### src/rtl/code_lock_pkg.sv
// Shared state encoding and helpers for the parametrised keypad code lock.
package code_lock_pkg;

    localparam logic [2:0] ST_IDLE    = 3'd0;
    localparam logic [2:0] ST_ENTRY   = 3'd1;
    localparam logic [2:0] ST_OPEN    = 3'd2;
    localparam logic [2:0] ST_PROG    = 3'd3;
    localparam logic [2:0] ST_LOCKOUT = 3'd4;

    localparam int MAX_CODE_W = 64;

    function automatic int clog2(input int value);
        int result;
        result = 0;
        for (int i = 0; i < 31; i++) begin
            if ((1 << i) < value) result = i + 1;
        end
        return result;
    endfunction

    // Digit k of a packed code, digit 0 being the most significant DIGIT_W bits.
    function automatic logic [MAX_CODE_W-1:0] get_digit(input logic [MAX_CODE_W-1:0] code,
                                                        input int k,
                                                        input int digit_w,
                                                        input int code_len);
        logic [MAX_CODE_W-1:0] mask;
        mask = (MAX_CODE_W'(1) << digit_w) - MAX_CODE_W'(1);
        return (code >> ((code_len - 1 - k) * digit_w)) & mask;
    endfunction

endpackage

### src/rtl/lock_timer.sv
// Loadable down-counter; done marks the final cycle of a loaded interval.
module lock_timer #(
    parameter int WIDTH = 5
) (
    input  logic             CLK,
    input  logic             reset_n,
    input  logic             load,
    input  logic [WIDTH-1:0] load_val,
    output logic             done
);

    logic [WIDTH-1:0] count;

    always_ff @(posedge CLK or negedge reset_n) begin
        if (!reset_n) begin
            count <= '0;
        end else if (load) begin
            count <= load_val;
        end else if (count != '0) begin
            count <= count - WIDTH'(1);
        end
    end

    assign done = (count == WIDTH'(1));

endmodule

### src/rtl/code_lock_n.sv
// Keypad code lock: digit entry, reprogramming, failure lockout and auto-relock.
// The program request port is named prog_req because "program" is a reserved word.
module code_lock_n
    import code_lock_pkg::*;
#(
    parameter int                           CODE_LEN    = 4,
    parameter int                           DIGIT_W     = 4,
    parameter logic [CODE_LEN*DIGIT_W-1:0]  RESET_CODE  = 16'h1234,
    parameter int                           MAX_TRIES   = 3,
    parameter int                           LOCKOUT_CYC = 16,
    parameter int                           OPEN_CYC    = 0
) (
    input  logic               CLK,
    input  logic               reset_n,
    input  logic [DIGIT_W-1:0] digit_in,
    input  logic               enter,
    input  logic               prog_req,
    input  logic               clear,
    output logic               enable,
    output logic               error,
    output logic               locked_out,
    output logic               prog_mode,
    output logic [2:0]         code_no
);

    localparam int CODE_W  = CODE_LEN * DIGIT_W;
    localparam int IDX_W   = clog2(CODE_LEN) + 1;
    localparam int FAIL_W  = clog2(MAX_TRIES) + 1;
    localparam int TMR_MAX = (LOCKOUT_CYC > OPEN_CYC) ? LOCKOUT_CYC : OPEN_CYC;
    localparam int TMR_W   = clog2(TMR_MAX) + 1;

    logic [2:0]        state, state_nx;
    logic [IDX_W-1:0]  idx, idx_nx;
    logic [FAIL_W-1:0] fail_cnt, fail_nx, fail_inc;
    logic [CODE_W-1:0] code_reg, code_nx;
    logic [CODE_W-1:0] shadow, shadow_nx, shadow_shift;
    logic              mis_flag, mis_nx, mis_now, mis_all;
    logic              last_digit, err_nx;
    logic              tmr_load, tmr_done;
    logic [TMR_W-1:0]  tmr_val;
    logic [MAX_CODE_W-1:0] code_ext;

    assign code_ext     = MAX_CODE_W'(code_reg);
    assign mis_now      = (MAX_CODE_W'(digit_in) != get_digit(code_ext, int'(idx), DIGIT_W, CODE_LEN));
    assign mis_all      = mis_flag | mis_now;
    assign last_digit   = (idx == IDX_W'(CODE_LEN - 1));
    assign fail_inc     = (fail_cnt == FAIL_W'(MAX_TRIES)) ? fail_cnt : fail_cnt + FAIL_W'(1);
    assign shadow_shift = (shadow << DIGIT_W) | CODE_W'(digit_in);

    lock_timer #(
        .WIDTH(TMR_W)
    ) u_timer (
        .CLK     (CLK),
        .reset_n (reset_n),
        .load    (tmr_load),
        .load_val(tmr_val),
        .done    (tmr_done)
    );

    // The mismatch flag accumulates silently so a wrong digit is only reported after the last one.
    always_comb begin
        state_nx  = state;
        idx_nx    = idx;
        fail_nx   = fail_cnt;
        code_nx   = code_reg;
        shadow_nx = shadow;
        mis_nx    = mis_flag;
        err_nx    = 1'b0;
        tmr_load  = 1'b0;
        tmr_val   = '0;
        case (state)
            ST_IDLE, ST_ENTRY: begin
                if (clear) begin
                    state_nx = ST_IDLE;
                    idx_nx   = '0;
                    mis_nx   = 1'b0;
                end else if (enter) begin
                    if (last_digit) begin
                        idx_nx = '0;
                        mis_nx = 1'b0;
                        if (mis_all) begin
                            err_nx  = 1'b1;
                            fail_nx = fail_inc;
                            if (fail_inc == FAIL_W'(MAX_TRIES)) begin
                                state_nx = ST_LOCKOUT;
                                tmr_load = 1'b1;
                                tmr_val  = TMR_W'(LOCKOUT_CYC);
                            end else begin
                                state_nx = ST_IDLE;
                            end
                        end else begin
                            state_nx = ST_OPEN;
                            fail_nx  = '0;
                            tmr_load = 1'b1;
                            tmr_val  = TMR_W'(OPEN_CYC);
                        end
                    end else begin
                        state_nx = ST_ENTRY;
                        idx_nx   = idx + IDX_W'(1);
                        mis_nx   = mis_all;
                    end
                end
            end
            ST_OPEN: begin
                if (clear) begin
                    state_nx = ST_IDLE;
                end else if (prog_req) begin
                    state_nx = ST_PROG;
                    idx_nx   = '0;
                end else if (OPEN_CYC > 0 && tmr_done) begin
                    state_nx = ST_IDLE;
                end
            end
            ST_PROG: begin
                // New digits land in the shadow; the live code only changes on a complete sequence.
                if (clear || !prog_req) begin
                    state_nx = ST_OPEN;
                    idx_nx   = '0;
                    tmr_load = 1'b1;
                    tmr_val  = TMR_W'(OPEN_CYC);
                end else if (enter) begin
                    shadow_nx = shadow_shift;
                    if (last_digit) begin
                        code_nx  = shadow_shift;
                        state_nx = ST_OPEN;
                        idx_nx   = '0;
                        tmr_load = 1'b1;
                        tmr_val  = TMR_W'(OPEN_CYC);
                    end else begin
                        idx_nx = idx + IDX_W'(1);
                    end
                end
            end
            ST_LOCKOUT: begin
                if (tmr_done) begin
                    state_nx = ST_IDLE;
                    fail_nx  = '0;
                end
            end
            default: begin
                state_nx = ST_IDLE;
                idx_nx   = '0;
                mis_nx   = 1'b0;
            end
        endcase
    end

    // Outputs are decoded from the next state so they are registered yet line up with it.
    always_ff @(posedge CLK or negedge reset_n) begin
        if (!reset_n) begin
            state      <= ST_IDLE;
            idx        <= '0;
            fail_cnt   <= '0;
            code_reg   <= RESET_CODE;
            shadow     <= '0;
            mis_flag   <= 1'b0;
            enable     <= 1'b0;
            error      <= 1'b0;
            locked_out <= 1'b0;
            prog_mode  <= 1'b0;
            code_no    <= '0;
        end else begin
            state      <= state_nx;
            idx        <= idx_nx;
            fail_cnt   <= fail_nx;
            code_reg   <= code_nx;
            shadow     <= shadow_nx;
            mis_flag   <= mis_nx;
            enable     <= (state_nx == ST_OPEN);
            error      <= err_nx;
            locked_out <= (state_nx == ST_LOCKOUT);
            prog_mode  <= (state_nx == ST_PROG);
            code_no    <= 3'(idx_nx);
        end
    end

endmodule

### config.mk
export PLATFORM = sky130hd
export DESIGN_NAME = code_lock_n
export DESIGN_NICKNAME = d
export VERILOG_FILES = /design/src/rtl/code_lock_pkg.sv /design/src/rtl/lock_timer.sv /design/src/rtl/code_lock_n.sv
export SDC_FILE = /design/constraint.sdc
export NUM_CORES = 1
export LEC_CHECK = 0
export CORE_MARGIN = 1.5
export CORE_UTILIZATION = 54
export CTS_CLUSTER_SIZE = 30
export DETAILED_ROUTE_END_ITERATION = 6
export PLACE_DENSITY = 0.75
export SYNTH_ARGS = -nofsm -noshare
export SYNTH_HDL_FRONTEND = slang
export SYNTH_SLANG_ARGS = --single-unit
### constraint.sdc
create_clock -name CLK -period 3.7 [get_ports CLK]
set_input_delay 0.37 -clock CLK [delete_from_list [all_inputs] [get_ports CLK]]
set_output_delay 0.37 -clock CLK [all_outputs]
set_load 0.005 [all_outputs]
==> key figures, run 1 <==
Clocking
  – Clock Pin Slew Worst Setup and Hold Paths: roughly 0.080 ns
  – Root buffer cell: sky130_fd_sc_hd__clkbuf_8
  – Post-CTS Setup Repair Bufs: 0
  – CTS tree: built
  – Number of H-tree levels: 2
  – Post-CTS sizing: 0
  – Sink Count: 47
  – Later-pin clock latency in the skew report: about 0.29 ns
  – Clock buffer count from CTS: 5
  – Clock tree buffer depth: 2
  – Hold buffer count at cts: 0

Worst setup path
  – FF-to-FF End: code_reg[0]$_DFFE_PN0P_
  – Kind of critical path: reg2reg
  – Startpoint Class: flop
  – Reg2reg setup slack: 0.89 ns
  – CP endpoint kind: flop
  – Data required time of the worst path: ~3.9 ns
  – Start of the worst register-to-register path: idx[0]$_DFFE_PN0P_
  – Data arrival time of the worst path: around 3 ns
  – Launch point of the critical path: idx[0]$_DFFE_PN0P_
  – Number of cell instances on the worst register-to-register path: 5
  – Max FO, Critical Path: 16

Hold path
  – Class of the worst hold path: in2async

Timing
  – Final total negative setup slack: 0 ns
  – Peak clock frequency supported by timing: approximately 0.36 GHz
  – RSZ-0062 raised after global routing: false
  – Post-layout minimum cycle time: ~2.8 ns
  – Slew Limit Headroom: about a third
  – Worst setup skew after layout: 0.00775 ns
  – Tcrit/Tclk final: ~76%
  – Final setup violation count: 0
  – Pins over their slew limit: 0
  – Slew at the pin with the worst max-slew slack: about 0.99 ns
  – Total count of hold-check failures in the final report: 0

Synth
  – Multiplexer share of the synthesized area: between 10% and 20%
  – Synthesized Nets: approximately 200
  – Area share of the largest cell type after synthesis: a little under half
  – Compound-Gate Fraction of Synth Area: a little over a tenth
  – Synth cell count leaders: sky130_fd_sc_hd__dfrtp_1, sky130_fd_sc_hd__mux2_2, sky130_fd_sc_hd__nor2_1
  – Dominant register cell in the synthesized netlist: sky130_fd_sc_hd__dfrtp_1
  – Register area share after synthesis: between 50% and 60%
  – Count of flip-flops with a built-in enable after synthesis: 0
  – Xor/xnor cell area share of the yosys netlist: 1.91%
  – Number of cells produced by synthesis: 193
  – Area leader, netlist: sky130_fd_sc_hd__dfrtp_1
  – Top area cells in the synthesized netlist: sky130_fd_sc_hd__dfrtp_1, sky130_fd_sc_hd__mux2_2, sky130_fd_sc_hd__dfstp_2
  – Yosys reg bits: 47
  – Async SR Flop Fraction: 100%
  – Area fraction in and, or, nand and nor cells after synthesis: a little over an eighth
  – Avg Synthesized Cell Area: about 12 um^2
  – Netlist Area Pre-Place: 2290 um^2
  – Combinational family with the most area after synthesis: multiplexers
  – Most instantiated library cell after synthesis: sky130_fd_sc_hd__dfrtp_1
  – Synthesis Warnings: 0
  – Yosys cell types: 44
  – Adder-cell area share of the yosys netlist: around 2.2%

Layout
  – Max reg flops: 16
  – Inserted Diodes: 0
  – Post-layout net count: around 220
  – Share of cells above drive strength 1: between 10% and 20%
  – Post-synthesis to final-layout area growth: 11.8%
  – Post-route non-filler standard cell count: ~260

Place
  – Placer's final routability congestion estimate: about 0.86
  – Placed cells: 254
  – Total half-perimeter wirelength after legalization and detailed placement: 2970 um
  – Number of buffers inserted by port buffering: 15

Die
  – FP Rows: 23
  – Floorplan core area: slightly above 4000 um^2
  – Area of the die: 4640 um^2
  – Die Span X: roughly 70 um
  – DIE HEIGHT: ~68 um
  – Initial Util: 56.8%
  – I/O pins: 16

Pwr
  – Leak pwr: around 1.2 nW
  – Switching part of the total: between 20% and 30%
  – Internal cell power: between 0.7 and 0.8 mW
  – Clock power share: between 20% and 30%
  – Power per Cell Area: around 410 nW/um^2
  – VDD IR-drop max: between 0.3 and 0.4 mV
  – Switching pwr: a little under 0.3 mW
  – Part of the total power dissipated in combinational logic: between 10% and 20%
  – Portion of total power attributed to sequential cells: a little under three fifths

Detailed routing
  – Final routed DRC violation total: 0
  – Number of antenna-violating nets in the routed design: 0
  – TritonRoute pass-1 iters: 4
  – Post-detailed-route wirelength per cell: between 15 and 20 um
  – Initial detailed-routing violation count: 83
  – Final Routed Wirelength: ~4100 um
  – Vias after detailed routing: ~1.5k
  – Detail-routed via count per cell: between 5 and 6

Global route
  – Global-route wire length before repair: just over 7000 um
  – Number of global-route vias before repair: 1538
  – Maximum number of pins on one net before global-route repair: 48
  – Number of antenna violations at the first check in global routing: 0
  – Total routing resource utilization after global routing: between 20% and 30%
  – Global route total overflow: 0

Run status
  – Outcome: finished clean

Run
  – Max Cap Viol: 0
power by group through the flow:
stage / Clock (mW) / Sequential (mW) / Combinational [mW]
after floorplan: 0 / 0.586 / 0.130
after global placement: 0 / 0.595 / 0.166
after detailed placement: 0 / 0.600 / 0.181
after CTS: 0.296 / 0.590 / 0.182
after global routing: 0.320 / 0.598 / 0.207
final: 0.282 / 0.591 / 0.179
critical path, cell delays in order (launching register included):
cell and delay, ns:
sky130_fd_sc_hd__dfrtp_1 0.67, sky130_fd_sc_hd__ha_1 0.24, sky130_fd_sc_hd__nor2b_1 0.27, sky130_fd_sc_hd__nand2_1 0.23
sky130_fd_sc_hd__nor4_4 0.87, sky130_fd_sc_hd__mux2_2 0.42
cell usage in the layout (no fill, tap or decap), types with 2 or more instances in the layout:
cell	n
sky130_fd_sc_hd__a21oi_1	7
sky130_fd_sc_hd__mux2_1	5
sky130_fd_sc_hd__ha_1	4
sky130_fd_sc_hd__clkbuf_8	5
sky130_fd_sc_hd__o22ai_1	3
sky130_fd_sc_hd__clkdlybuf4s50_1	14
sky130_fd_sc_hd__clkbuf_1	2
sky130_fd_sc_hd__o21ba_1	2
sky130_fd_sc_hd__o22a_1	5
sky130_fd_sc_hd__nor3_1	3
sky130_fd_sc_hd__nand2_1	11
sky130_fd_sc_hd__mux2_2	21
sky130_fd_sc_hd__nor3b_1	2
sky130_fd_sc_hd__o211ai_1	2
sky130_fd_sc_hd__xnor2_1	2
sky130_fd_sc_hd__a22o_1	2
sky130_fd_sc_hd__o21ai_0	6
sky130_fd_sc_hd__xor2_1	3
sky130_fd_sc_hd__nor2_1	15
sky130_fd_sc_hd__inv_1	8
sky130_fd_sc_hd__nor2b_1	5
sky130_fd_sc_hd__dfstp_2	5
sky130_fd_sc_hd__mux2i_1	8
sky130_fd_sc_hd__or3_1	2
sky130_fd_sc_hd__dfrtp_1	42
sky130_fd_sc_hd__nand2b_1	3
sky130_fd_sc_hd__nand3_1	3
sky130_fd_sc_hd__nor3_2	2
area by class of cell:
cell class	instances	area, um^2
repair buffers	16	153
well taps	50	62.6
inverters	8	30.0
flip-flops and latches	47	1180
multi-input cells	133	1050
fillers	323	1470
clock buffers	7	76.3
cells by family (layout without fill, tap and decap cells):
logic type	Yosys count	after routing
buffers and inverters	13	31
and+or+nand+nor	53	53
DFF	47	47
adders and majority gates	4	4
muxes	35	35
AOI/OAI and AO/OA	36	36
xor gates and xnor gates	5	5
layer usage:
layer | wire length, um | up-vias | track usage, %
li1 | - | 726 | -
met1 | 1960 | 771 | 27.3
met2 | 1950 | 29 | 32.5
met3 | 174 | 6 | 6.09
met4 | 65 | 0 | 8.50
met5 | 0 | - | 0
metrics by stage:
step	area, um^2	utilization [%]	hold WS, ns	total power [mW]	setup slack (ns)
final	2560	63.5	0.235	1.05	0.885
after detailed placement	2480	61.6	0.481	0.781	0.892
after floorplan	2290	-	0.0744	0.716	1.54
after CTS	2560	63.5	0.274	1.07	0.867
after global routing	2560	63.5	0.314	1.12	0.668
after global placement	2480	61.6	0.466	0.760	1.03
worst max-delay path by stage:
stage | to | cells past startpoint | slack, ns
floorplan | code_reg[13]$_DFFE_PN0P_ | 6 | 1.54
global placement | code_reg[3]$_DFFE_PN0P_ | 5 | 1.03
global route | code_reg[1]$_DFFE_PN0P_ | 5 | 0.67
detailed placement | code_reg[0]$_DFFE_PN0P_ | 5 | 0.89
finish | code_reg[0]$_DFFE_PN0P_ | 5 | 0.89
CTS | code_reg[0]$_DFFE_PN0P_ | 5 | 0.87
Power figures use the tool's default switching activity.
==> run 2: changes to the inputs <==
==> constraint.sdc (replaced) <==
create_clock -name CLK -period 2.65 [get_ports CLK]
set_input_delay 0.265 -clock CLK [delete_from_list [all_inputs] [get_ports CLK]]
set_output_delay 0.265 -clock CLK [all_outputs]
set_load 0.005 [all_outputs]
==> run 2 against run 1 <==
Die area unchanged. Register-to-register slack got worse by 0.57 ns. Sequential share of layout area decreased by 0.80 points. Critical path depth increased by 1. Count of clock-buffer cells in the layout decreased by 2. Critical endpoint is now code_reg[3]$_DFFE_PN0P_.
==> key figures, run 2 (synthesis gave the netlist of run 1 again) <==
Pwr
  – Part of the total power dissipated in combinational logic: between 10% and 20%
  – VDD IR-drop max: around 0.4 mV
  – Power per Cell Area: 614 nW/um^2
  – Switching part of the total: a little over a quarter
  – Switching pwr: approximately 0.44 mW
  – Portion of total power attributed to sequential cells: 51.5%
  – Internal cell power: around 1.2 mW
  – Leak pwr: approximately 1.2 nW
  – Clock power share: between 30% and 40%

Detailed routing
  – Final routed DRC violation total: 0
  – Post-detailed-route wirelength per cell: between 15 and 20 um
  – Vias after detailed routing: roughly 1.5k
  – Initial detailed-routing violation count: 98
  – TritonRoute pass-1 iters: 4
  – Number of antenna-violating nets in the routed design: 0
  – Final Routed Wirelength: 4410 um
  – Detail-routed via count per cell: between 5 and 6

Worst setup path
  – Reg2reg setup slack: between 0.3 and 0.4 ns
  – FF-to-FF End: code_reg[3]$_DFFE_PN0P_
  – Data required time of the worst path: 2.85 ns
  – Largest stage delay on the critical path: 0.52 ns
  – Data arrival time of the worst path: between 2 and 3 ns
  – Combined buffer and inverter count along the critical path: 1
  – Capture point of the worst path: code_reg[3]$_DFFE_PN0P_
  – Kind of critical path: reg2reg
  – Number of cells on the critical path: 6
  – Slowest cell on the critical path: sky130_fd_sc_hd__dfrtp_1
  – Startpoint Class: flop
  – CP endpoint kind: flop
  – Start of the worst register-to-register path: idx[1]$_DFFE_PN0P_
  – Top Family by Delay on Critical Path: simple AND/OR/NAND/NOR gates
  – Critical-path cell list: ha_1, nor2b_1, nand2_1, nor4_4, buf_4, mux2_2
  – Number of cell instances on the worst register-to-register path: 6
  – Max FO, Critical Path: 16
  – Launch point of the critical path: idx[1]$_DFFE_PN0P_

Die
  – Floorplan core area: about 4000 um^2
  – Die Span X: approximately 68 um
  – I/O pins: 16
  – FP Rows: 23
  – Initial Util: between 50% and 60%
  – DIE HEIGHT: just under 70 um
  – Area of the die: approximately 4600 um^2

Clocking
  – CTS tree: built
  – Sink Count: 47
  – Post-CTS sizing: 0
  – Clock tree buffer depth: 2
  – Number of H-tree levels: 2
  – Hold buffer count at cts: 0
  – Clock buffer count from CTS: 5
  – Root buffer cell: sky130_fd_sc_hd__clkbuf_8
  – Later-pin clock latency in the skew report: approximately 0.3 ns
  – Clock Pin Slew Worst Setup and Hold Paths: approximately 0.090 ns
  – Post-CTS Setup Repair Bufs: 0

Layout
  – Most frequent cells in the layout: sky130_fd_sc_hd__dfrtp_1, sky130_fd_sc_hd__mux2_2, sky130_fd_sc_hd__nor2_1, sky130_fd_sc_hd__clkdlybuf4s50_1, sky130_fd_sc_hd__nand2_1
  – Post-synthesis to final-layout area growth: 13.7%
  – Inserted Diodes: 0
  – Post-route non-filler standard cell count: approximately 260
  – Leading cell type in the layout, fill and taps excluded: sky130_fd_sc_hd__dfrtp_1
  – Post-layout net count: between 200 and 250
  – Max reg flops: 16
  – Share of cells above drive strength 1: 21.1%

Timing
  – Tcrit/Tclk final: between 80% and 90%
  – Total count of hold-check failures in the final report: 0
  – Final setup violation count: 0
  – Slew at the pin with the worst max-slew slack: just over 1 ns
  – RSZ-0062 raised after global routing: false
  – Pins over their slew limit: 0
  – Worst setup skew after layout: 0.00846 ns
  – Post-layout minimum cycle time: about 2.3 ns
  – Slew Limit Headroom: 32.5%
  – Final total negative setup slack: 0 ns
  – Peak clock frequency supported by timing: about 0.43 GHz

Place
  – Total half-perimeter wirelength after legalization and detailed placement: 3110 um
  – Number of buffers inserted by port buffering: 15
  – Placed cells: about 260
  – Placer's final routability congestion estimate: 0.826

Global route
  – Global-route wire length before repair: roughly 7000 um
  – Number of antenna violations at the first check in global routing: 0
  – Global route total overflow: 0
  – Number of global-route vias before repair: 1524
  – Maximum number of pins on one net before global-route repair: 48
  – Total routing resource utilization after global routing: a little over a fifth

Hold path
  – Class of the worst hold path: in2async

Run status
  – Outcome: finished clean

Run
  – Max Cap Viol: 0
## run 2: changes by cell type in the layout (fill, tap and decap cells not counted)
cell / delta
sky130_fd_sc_hd__clkinvlp_4: +1
sky130_fd_sc_hd__bufinv_16: +1
sky130_fd_sc_hd__clkbuf_1: -2
sky130_fd_sc_hd__buf_4: +2
## run 2: final cells by class
type / count / area, um^2
Multi-Input combinational cell: 133 / 1050
Sequential cell: 47 / 1180
Tap cell: 50 / 62.6
Clock inverter: 2 / 37.5
Inverter: 8 / 30.0
Clock buffer: 5 / 68.8
Timing Repair Buffer: 18 / 168
Fill cell: 307 / 1430
## run 2: worst min-delay path by stage
| stage | to | slack [ns] | depth (start not counted) |
|---|---|---|---|
| 2_1_floorplan | code_reg[0]$_DFFE_PN0P_ | -0.03 | 0 |
| 3_5_place_dp | code_reg[13]$_DFFE_PN0P_ | 0.48 | 1 |
| 6_report | enable$_DFF_PN0_ | 0.13 | 1 |
| 3_3_place_gp | prog_mode$_DFF_PN0_ | 0.47 | 1 |
| 5_1_grt | prog_mode$_DFF_PN0_ | 0.22 | 1 |
| 4_1_cts | state[0]$_DFF_PN0_ | 0.17 | 1 |
## run 2: power by group through the flow
stage	Clock [mW]	Combinational [mW]	Sequential, mW
2_1_floorplan	0	0.182	0.818
3_3_place_gp	0	0.237	0.826
3_5_place_dp	0	0.258	0.832
4_1_cts	0.527	0.260	0.818
5_1_grt	0.550	0.295	0.827
6_report	0.518	0.257	0.822
## run 2: metrics by stage
stage | area (um^2) | utilization (%) | hold slack (ns) | setup slack, ns | total power, mW
finish | 2600 | 64.6 | 0.130 | 0.316 | 1.60
global route | 2600 | 64.6 | 0.223 | 0.201 | 1.67
CTS | 2600 | 64.6 | 0.168 | 0.309 | 1.61
detailed placement | 2500 | 62.0 | 0.484 | 0.313 | 1.09
global placement | 2500 | 62.0 | 0.467 | 0.433 | 1.06
floorplan | 2290 | - | -0.0306 | 0.491 | 1.00
## run 2: metal layers
| metal | share of wire [%] | vias up | global-route usage, % |
|---|---|---|---|
| met2 | 47 | 21 | 33.9 |
| met1 | 49 | 781 | 27.9 |
| met5 | 0 | - | 0 |
| met4 | 1.4 | 0 | 8.00 |
| li1 | - | 734 | - |
| met3 | 2.3 | 7 | 4.93 |
==> run 3: changes to the inputs <==
--- a/config.mk
+++ b/config.mk
@@ -9,7 +9,7 @@
 export CORE_UTILIZATION = 54
 export CTS_CLUSTER_SIZE = 30
 export DETAILED_ROUTE_END_ITERATION = 6
-export PLACE_DENSITY = 0.75
+export PLACE_DENSITY = 0.77
 export SYNTH_ARGS = -nofsm -noshare
 export SYNTH_HDL_FRONTEND = slang
 export SYNTH_SLANG_ARGS = --single-unit
==> run 3 against run 2 <==
Non-clock buffer count stayed put. Combinational power hardly changed. Largest cell class unchanged. Global-route usage shrank 0.27 points. Critical path type unchanged. Clock skew decreased by 0.00069 ns. Via count rose by 1.7%. Count of clock-buffer cells in the layout rose by 2. Highest routed layer unchanged. Setup slack improved by 0.082 ns. Design area down 0.96%. Sequential power barely moved. First-iteration DRC count grew 51%.
==> key figures, run 3 (synthesis gave the netlist of run 1 again) <==
Run status
  – Outcome: finished clean

Timing
  – Peak clock frequency supported by timing: approximately 0.44 GHz
  – Tcrit/Tclk final: 85.0%
  – Slew at the pin with the worst max-slew slack: 1.02 ns
  – Final setup violation count: 0
  – Pins over their slew limit: 0
  – Final total negative setup slack: 0 ns
  – Post-layout minimum cycle time: ~2.3 ns
  – Least setup slack across all paths after layout: between 0.3 and 0.4 ns
  – RSZ-0062 raised after global routing: false
  – Slew Limit Headroom: 31.9%
  – Total count of hold-check failures in the final report: 0
  – Worst setup skew after layout: approximately 0.008 ns

Place
  – Pre-CTS setup slack: ~0.39 ns
  – Total half-perimeter wirelength after legalization and detailed placement: 3020 um
  – Placer's final routability congestion estimate: approximately 0.83
  – Number of buffers inserted by port buffering: 15

Clocking
  – CTS tree: built
  – Root buffer cell: sky130_fd_sc_hd__clkbuf_8
  – Clock buffer count from CTS: 5
  – Post-CTS sizing: 0
  – Post-CTS Setup Repair Bufs: 0
  – Clock Pin Slew Worst Setup and Hold Paths: ~0.080 ns
  – Clock tree buffer depth: 2
  – Later-pin clock latency in the skew report: about 0.30 ns
  – Number of H-tree levels: 2
  – Sink Count: between 40 and 50
  – Hold buffer count at cts: 0

Detailed routing
  – Vias after detailed routing: 1570
  – Initial detailed-routing violation count: 148
  – Post-detailed-route wirelength per cell: roughly 16 um
  – Detail-routed via count per cell: 5.95
  – TritonRoute pass-1 iters: 5
  – Number of antenna-violating nets in the routed design: 0
  – Final routed DRC violation total: 0
  – Final Routed Wirelength: about 4300 um

Pwr
  – Switching pwr: ~0.42 mW
  – Portion of total power attributed to sequential cells: between 50% and 60%
  – Power per Cell Area: ~580 nW/um^2
  – Switching part of the total: about 28%
  – Internal cell power: 1.07 mW
  – Part of the total power dissipated in combinational logic: about 17%
  – Leak pwr: 1.21 nW
  – Clock power share: between 20 and 30%
  – VDD IR-drop max: ~0.47 mV

Worst setup path
  – Kind of critical path: reg2reg
  – Reg2reg setup slack: 0.40 ns
  – Data required time of the worst path: 2.84 ns
  – Max FO, Critical Path: 16
  – Data arrival time of the worst path: 2.44 ns
  – CP endpoint kind: flop
  – Startpoint Class: flop

Global route
  – Number of global-route vias before repair: 1553
  – Maximum number of pins on one net before global-route repair: 48
  – Total routing resource utilization after global routing: a little over a fifth
  – Number of antenna violations at the first check in global routing: 0
  – Global-route wire length before repair: about 7100 um
  – Global route total overflow: 0

Layout
  – Post-synthesis to final-layout area growth: 12.6%
  – Max reg flops: 16
  – Post-layout net count: 226
  – # fillers: 310
  – End-of-flow core utilization: a little under two thirds
  – Share of cells above drive strength 1: 20.6%
  – Leading cell type in the layout, fill and taps excluded: sky130_fd_sc_hd__dfrtp_1
  – Inserted Diodes: 0
  – Most frequent cells in the layout: sky130_fd_sc_hd__dfrtp_1, sky130_fd_sc_hd__mux2_2, sky130_fd_sc_hd__nor2_1, sky130_fd_sc_hd__clkdlybuf4s50_1, sky130_fd_sc_hd__nand2_1

Die
  – DIE HEIGHT: between 60 and 70 um
  – Initial Util: 56.8%
  – Floorplan core area: between 4000 and 5000 um^2
  – FP Rows: 23
  – Die Span X: slightly below 70 um
  – Area of the die: 4640 um^2
  – I/O pins: 16

Run
  – Max Cap Viol: 0

Hold path
  – Class of the worst hold path: in2async
## run 3: cell count changes in the layout (fill, tap and decap cells not counted)
cell	before	now
sky130_fd_sc_hd__bufinv_16	1	0
sky130_fd_sc_hd__clkbuf_1	0	2
sky130_fd_sc_hd__clkinvlp_4	1	0
sky130_fd_sc_hd__clkinv_2	0	1
## run 3: power groups by stage
stage / registers (mW) / clock network (mW) / logic (mW)
after floorplan: 0.818 / 0 / 0.182
final: 0.821 / 0.413 / 0.255
after global routing: 0.828 / 0.453 / 0.296
after detailed placement: 0.833 / 0 / 0.257
after CTS: 0.820 / 0.422 / 0.259
after global placement: 0.825 / 0 / 0.237
## run 3: metrics by stage
step                total power, mW  cell area, um^2  cells  hold slack (ns)
global placement               1.06             2500    256            0.466
finish                         1.49             2580    264            0.136
floorplan                      1.00             2290    193          -0.0306
detailed placement             1.09             2500    256            0.483
CTS                            1.50             2580    264            0.171
global route                   1.58             2580    264            0.203
## run 3: worst paths after layout
| kind | startpoint | end | cells after the start |
|---|---|---|---|
| setup / recovery | idx[1]$_DFFE_PN0P_ | code_reg[14]$_DFFE_PN0P_ | 6 |
| hold / removal | reset_n | fail_cnt[0]$_DFFE_PN0P_ | 1 |
| setup reg to reg | idx[1]$_DFFE_PN0P_ | code_reg[14]$_DFFE_PN0P_ | 6 |
| hold reg to reg | shadow[8]$_DFFE_PN0P_ | code_reg[12]$_DFFE_PN1P_ | 1 |
| max in group asynchronous | reset_n | shadow[4]$_DFFE_PN0P_ | 1 |
| min in group CLK | shadow[8]$_DFFE_PN0P_ | code_reg[12]$_DFFE_PN1P_ | 1 |
## run 3: layer usage
metal / up-vias / track usage [%] / share of wire (%)
met1: 796 / 29.0 / 47
met4: 0 / 8.25 / 1.4
li1: 737 / - / -
met2: 30 / 31.2 / 48
met5: - / 0 / 0
met3: 7 / 5.43 / 3.8
## run 3: worst max-delay path, cell delays in order (launching register included)
cell                      delay [ns]
sky130_fd_sc_hd__dfrtp_1        0.51
sky130_fd_sc_hd__ha_1           0.23
sky130_fd_sc_hd__nor2b_1        0.28
sky130_fd_sc_hd__nand2_1        0.21
sky130_fd_sc_hd__nor4_4         0.28
sky130_fd_sc_hd__buf_4          0.28
sky130_fd_sc_hd__mux2_2         0.36
## run 3: cell type report
cell class	instances	area, um^2	area share (%)
sequential	47	1180	45.9
clock inverter	1	5.00	0.194
inverter	8	30.0	1.17
timing repair buffer	18	168	6.50
clock buffer	7	76.3	2.96
tap	50	62.6	2.43
multi-input combinational	133	1050	40.9
